[src/rtl/csr_arbiter.sv]
// csr_arbiter: shares the CSR file port between exec and trap units.
// One registered transaction at a time; trap may lock the file.
module csr_arbiter #(
  parameter int STARVE_LIMIT = 4,
  parameter int AW = 12,
  parameter int DW = 32
) (
  input  logic          clk,
  input  logic          rst,
  input  logic          ex_req_valid,
  output logic          ex_req_ready,
  input  logic [AW-1:0] ex_req_a,
  input  logic [DW-1:0] ex_req_d,
  input  logic [1:0]    ex_req_t,
  output logic          ex_resp_valid,
  output logic [DW-1:0] ex_resp_d,
  output logic          ex_resp_exists,
  input  logic          tr_req_valid,
  output logic          tr_req_ready,
  input  logic [AW-1:0] tr_req_a,
  input  logic [DW-1:0] tr_req_d,
  input  logic [1:0]    tr_req_t,
  input  logic          tr_req_lock,
  output logic          tr_resp_valid,
  output logic [DW-1:0] tr_resp_d,
  output logic          tr_resp_exists,
  output logic          csr_req_valid,
  input  logic          csr_req_ready,
  output logic [AW-1:0] csr_req_a,
  output logic [DW-1:0] csr_req_d,
  output logic [1:0]    csr_req_t,
  input  logic          csr_resp_valid,
  input  logic [DW-1:0] csr_resp_d,
  input  logic          csr_resp_exists,
  output logic          busy
);

  localparam int SW =
    (STARVE_LIMIT > 0) ? $clog2(STARVE_LIMIT + 1) : 1;

  typedef enum logic [1:0] {
    IDLE,
    ISSUE,
    RESP
  } state_t;

  state_t        state;
  state_t        state_nx;
  logic          owner;
  logic [AW-1:0] req_a;
  logic [DW-1:0] req_d;
  logic [1:0]    req_t;
  logic          locked;
  logic [SW-1:0] starve_cnt;
  logic          starve_hit;
  logic          cnt_full;

  assign cnt_full   = (starve_cnt == SW'(STARVE_LIMIT));
  assign starve_hit = (STARVE_LIMIT != 0) && cnt_full;

  // Grant selection, handshakes and next-state decode.
  always_comb begin
    state_nx      = state;
    ex_req_ready  = 1'b0;
    tr_req_ready  = 1'b0;
    csr_req_valid = 1'b0;
    ex_resp_valid = 1'b0;
    tr_resp_valid = 1'b0;
    unique case (state)
      IDLE: begin
        if (!locked && ex_req_valid &&
            (!tr_req_valid || starve_hit))
          ex_req_ready = 1'b1;
        else if (tr_req_valid)
          tr_req_ready = 1'b1;
        if (ex_req_ready || tr_req_ready)
          state_nx = ISSUE;
      end
      ISSUE: begin
        csr_req_valid = 1'b1;
        if (csr_req_ready)
          state_nx = RESP;
      end
      RESP: begin
        if (csr_resp_valid) begin
          ex_resp_valid = !owner;
          tr_resp_valid = owner;
          state_nx      = IDLE;
        end
      end
      default: state_nx = IDLE;
    endcase
  end

  // State register.
  always_ff @(posedge clk) begin
    if (rst)
      state <= IDLE;
    else
      state <= state_nx;
  end

  // Capture the winning request and remember who owns it.
  always_ff @(posedge clk) begin
    if (rst) begin
      owner <= 1'b0;
      req_a <= '0;
      req_d <= '0;
      req_t <= '0;
    end else if (ex_req_ready) begin
      owner <= 1'b0;
      req_a <= ex_req_a;
      req_d <= ex_req_d;
      req_t <= ex_req_t;
    end else if (tr_req_ready) begin
      owner <= 1'b1;
      req_a <= tr_req_a;
      req_d <= tr_req_d;
      req_t <= tr_req_t;
    end
  end

  // Trap lock and exec anti-starvation bookkeeping.
  always_ff @(posedge clk) begin
    if (rst) begin
      locked     <= 1'b0;
      starve_cnt <= '0;
    end else begin
      if (tr_req_ready)
        locked <= tr_req_lock;
      else if (state == IDLE && !tr_req_valid && !tr_req_lock)
        locked <= 1'b0;
      if (ex_req_ready)
        starve_cnt <= '0;
      else if (tr_req_ready && ex_req_valid && !cnt_full)
        starve_cnt <= starve_cnt + 1'b1;
    end
  end

  assign csr_req_a      = req_a;
  assign csr_req_d      = req_d;
  assign csr_req_t      = req_t;
  assign ex_resp_d      = ex_resp_valid ? csr_resp_d : '0;
  assign ex_resp_exists = ex_resp_valid & csr_resp_exists;
  assign tr_resp_d      = tr_resp_valid ? csr_resp_d : '0;
  assign tr_resp_exists = tr_resp_valid & csr_resp_exists;
  assign busy           = (state != IDLE);

endmodule

[config.mk]
export PLATFORM = sky130hd
export DESIGN_NAME = csr_arbiter
export DESIGN_NICKNAME = d
export VERILOG_FILES = /design/src/rtl/csr_arbiter.sv
export SDC_FILE = /design/constraint.sdc
export NUM_CORES = 1
export LEC_CHECK = 0
export ABC_AREA = 1
export CORE_ASPECT_RATIO = 1.5
export CORE_MARGIN = 3
export CORE_UTILIZATION = 37
export DETAILED_ROUTE_END_ITERATION = 12
export GPL_ROUTABILITY_DRIVEN = 0
export GPL_TIMING_DRIVEN = 1
export PLACE_DENSITY = 0.86
export SETUP_SLACK_MARGIN = 0.5
export SKIP_LAST_GASP = 1
export SLEW_MARGIN = 20
export SYNTH_ARGS = -nofsm -noshare
export SYNTH_HDL_FRONTEND = slang
export SYNTH_SLANG_ARGS = --single-unit
[constraint.sdc]
create_clock -name clk -period 3.3 [get_ports clk]
set_input_delay 0.66 -clock clk [delete_from_list [all_inputs] [get_ports clk]]
set_output_delay 0.66 -clock clk [all_outputs]
set_load 0.005 [all_outputs]
# Word level (Yosys, flattened, before mapping)
# Cells that the tools add are included.
# op_classes
n_reduce_logical	19
eq_ne	6
add_sub_neg	1
n_mux	26
bitwise	2
# ops
op	n
two-way mux 32 bit	4
two-way mux 12 bit	2
two-way mux 1 bit	14
two-way mux 2 bit	5
logical AND 1 bit	6
!= test 2 bit (second input constant)	3
case mux 2 bit (3 select lines)	1
nonzero test 2 bit	3
zero test 1 bit	5
adder 3 x 1 -> 3 bit (second input constant)	1
== test 3 bit (second input constant)	1
AND reduction 3 bit	1
bitwise AND 1 bit	2
== test 2 x 1 -> 1 bit (second input constant)	1
== test 2 bit (second input constant)	1
zero test 2 bit	1
logical OR 1 bit	2
OR reduction 2 bit	1
# totals
output_inout_bits	118
regBits	53
in_bits	132
elab_cells	61

# Logic depth before layout (Yosys ltp)
# depth
depth_word	8
mapped_depth	12
ltp_nobuf	10

# Least setup slack after synthesis
# No wires, ideal clock.
# synth_timing
path_kind	input port to output port
from	in ex_req_valid
to	out ex_req_ready
n_path_buf	1
stages	5
slack_ns	1.507
t_arrival_ns	1.133
t_required_ns	2.640
cell_sequence	inv_2 > nor2_4 > nand3_4 > inv_2 > buf_2
# synth_between
elab_chain_len	5
# synth_lines
item	line_no	text
start, declared	10	input logic ex_req_valid,
logical AND 1 bit (2 in a row)	71	if (!locked && ex_req_valid &&
two-way mux 1 bit	71	
two-way mux 1 bit (2 in a row)	69	unique case (state)
end, declared	11	output logic ex_req_ready,
# No other way between the ends. The select of a mux whose other input is x is not followed.

# Worst setup path in the final report
# layout_timing
from	in tr_req_valid
to	out tr_req_ready
# layout_between
elab_chain_len	6
word_cells_on_any_way	7
cone_classes	mux: 4; reduce/logical: 3
# layout_lines
item	line_no	text
start, declared	18	input logic tr_req_valid,
zero test 1 bit	72	(!tr_req_valid || starve_hit))
logical OR 1 bit	72	
logical AND 1 bit	71	
two-way mux 1 bit (*)	71	
two-way mux 1 bit (*) (2 in a row)	69	
end, declared	19	output logic tr_req_ready,
# Mark *: on every way between the ends. The rest lies on a longest branch, timed or not. The select of a mux whose other input is x is not followed.

==> flow_metrics.env <==
export IMPL_outcome="finished, final reports clean"
export IMPL_drt_total_wl_mm=13.0
export IMPL_grt_setup_unrepaired="yes"
export IMPL_grt_pass1_wl_mm=19.4
export IMPL_synth_top_cell_by_area="dfxtp_1"
export IMPL_synth_cells=573
export IMPL_required_ns=2.64
export IMPL_vias_per_cell=4.58
export IMPL_tightestPinTransition_ns=0.805
export IMPL_clk_latency_ns=0.28
export IMPL_core_sq_mm=0.00888
export IMPL_slew_headroom_pct=46.1
export IMPL_n_antenna_cell=0
export IMPL_grt_overflow=0
export IMPL_start_util_pct=38.0
export IMPL_clkTransAtPathRegs_ns=0.06
export IMPL_hold_violations=0
export IMPL_grt_pass1_vias=4031
export IMPL_io_buffers=249
export IMPL_synth_area_top_cells="dfxtp_1 31%, inv_1 16%, nand2_1 15%, nor2_1 8.1%, a21oi_1 7.4%"
export IMPL_io_pins=250
export IMPL_crit_path_start_kind="primary input"
export IMPL_synth_warnings=0
export IMPL_antenna_found_initial=0
export IMPL_dpl_hpwl_mm=10.3
export IMPL_die_area_sq_mm=0.0103
export IMPL_syn_to_final_growth_pct=79.2
export IMPL_fin_hold_ws_ns=0.519
export IMPL_ys_seq_area_share_pct=31.4
export IMPL_worstPathMaxFanout=6
export IMPL_irDropWorstVdd_v=0.000238
export IMPL_drive_gt1_share_pct=6.07
export IMPL_syn_num_nets=707
export IMPL_finClkSkew_ns=0.00449
export IMPL_setup_violations=0
export IMPL_grt_use_total_pct=23.7
export IMPL_min_period_ns=2.78
export IMPL_grt_start_max_net_pins=48
export IMPL_drcViolationCount=0
export IMPL_vias=4198
export IMPL_clock_sinks=53
export IMPL_fin_crit_sh_pct=84.3
export IMPL_cts_root_buf="clkbuf_16"
export IMPL_synth_seq_cells=53
export IMPL_crit_type="primary input to output port"
export IMPL_max_cap_viol_count=0
export IMPL_die_y_um=123
export IMPL_htreeDepth=2
export IMPL_clockBufferDepth=2
export IMPL_syn_area_sq_mm=0.00338
export IMPL_die_w_um=84.0
export IMPL_dr_pass1_iters=4
export IMPL_cellPowerDensity_mw_per_mm2=343
export IMPL_cts_made_buffers=5
export IMPL_critPathArrivalTime_ns=2.12
export IMPL_synth_top_area_share_pct=31.4
export IMPL_ant_nets=0
export IMPL_cp_end_kind="output port"
export IMPL_fp_row_count=42
export IMPL_wl_per_cell_um=14.2
export IMPL_nets=940
export IMPL_hold_buffers=0
export IMPL_cts_tree="yes"
export IMPL_synth_cell_types=24
export IMPL_worstHoldPathType="register to register"
export IMPL_leakagePower_nw=2.92
export IMPL_fmax_mhz=359
export IMPL_drt_iter0_drc=153
export IMPL_finish_utilization_pct=68.1
export IMPL_avgSynthCellArea_sq_um=5.89
export IMPL_drv_slew=0
export IMPL_tns_ns=0
==> cells in the final DEF (no fill, tap or decap), drive strengths merged <==
master	Yosys	routed
buf	21	8
clkdlybuf4s50	0	245
nor2	76	76
nand2	157	157
dlymetal6s2s	0	1
bufinv	0	1
a21oi	50	50
nand3b	1	1
clkbuf	9	7
o21ai	47	47
dfxtp	53	53
dlygate4sd2	0	2
nand4	4	4
inv	147	147
ha	2	2
nand3	6	6
==> registers in the layout (all words and copies together), names as in the netlist <==
register	flops
starve_cnt	3
csr_req_a	12
csr_req_t	2
csr_req_d	32
owner	1
locked	1
state	2
==> repair_timing <==
item | 4_1_cts | 5_1_grt
pin swaps | 0 | 1
setup endpoints to repair | 64 | 30
resized for setup | 9 | 3
setup buffers | 0 | 1
==> kinds of logic (layout without fill, tap and decap cells) <==
logic type	after synthesis	count (layout)	share of synthesized area, %
AO/OA/AOI/OAI	97	97	14.5
adder cells (fa/ha/maj)	2	2	0.741
AND/OR/NAND/NOR	244	244	30.5
flip-flops	53	53	31.4
buffers and inverters	177	411	22.8
==> area by class of cell <==
| type | count | area (sq um) |
|---|---|---|
| fillers | 758 | 2830 |
| repair buffers | 256 | 2560 |
| multi-input cells | 343 | 1570 |
| flip-flops and latches | 53 | 1060 |
| inverters | 147 | 552 |
| clock buffers | 7 | 143 |
| well taps | 110 | 138 |
| clock inverters | 1 | 30.0 |
==> critical path: stages <==
cell,delay (ns)
dlygate4sd2_1,0.36
inv_1,0.14
nor2_2,0.26
nand2_2,0.13
inv_1,0.07
clkdlybuf4s50_1,0.49
==> cell usage after synthesis (all sizes together) <==
library cell and number:
nand2 157, inv 147, nor2 76, dfxtp 53, a21oi 50, o21ai 47
buf 21, clkbuf 9, nand3 6, nand4 4, ha 2, nand3b 1
==> final timing paths <==
| path | startpoint | endpoint | slack (ns) | depth (start not counted) |
|---|---|---|---|---|
| worst max register to register | starve_cnt[0]$_SDFFE_PP0P_ | starve_cnt[0]$_SDFFE_PP0P_ | 1.42 | 10 |
| worst max-delay path | tr_req_valid | tr_req_ready | 0.52 | 6 |
| worst min-delay path | csr_req_d[15]$_SDFFE_PP0P_ | csr_req_d[15]$_SDFFE_PP0P_ | 0.52 | 4 |
| worst min register to register | csr_req_d[15]$_SDFFE_PP0P_ | csr_req_d[15]$_SDFFE_PP0P_ | 0.52 | 4 |
==> where the power goes <==
group | internal, W | leakage (nW) | switching, W
logic | 0.000385 | 2.40 | 0.000329
registers | 0.000721 | 0.440 | 0.0000446
clock network | 0.000379 | 0.0841 | 0.000216
==> metal layers <==
metal | wire [um] | part of all wire (%) | GRT usage, % | vias to the layer above
met1 | 4650 | 36 | 24.2 | 1825
li1 | - | - | - | 2127
met3 | 1100 | 8.4 | 5.80 | 38
met2 | 6730 | 52 | 44.7 | 208
met4 | 499 | 3.8 | 11.8 | 0
met5 | 0 | 0 | 0 | -
==> per-stage QoR <==
stage	setup slack, ns	instances	total power [W]	area [sq um]
finish	0.517	917	0.00208	6050
floorplan	1.51	573	0.00110	3380
global route	0.435	917	0.00220	6050
global placement	0.332	908	0.00147	5830
CTS	0.443	916	0.00210	6030
detailed placement	0.243	908	0.00149	5830
Note: power is estimated with default switching activity, not from simulation.
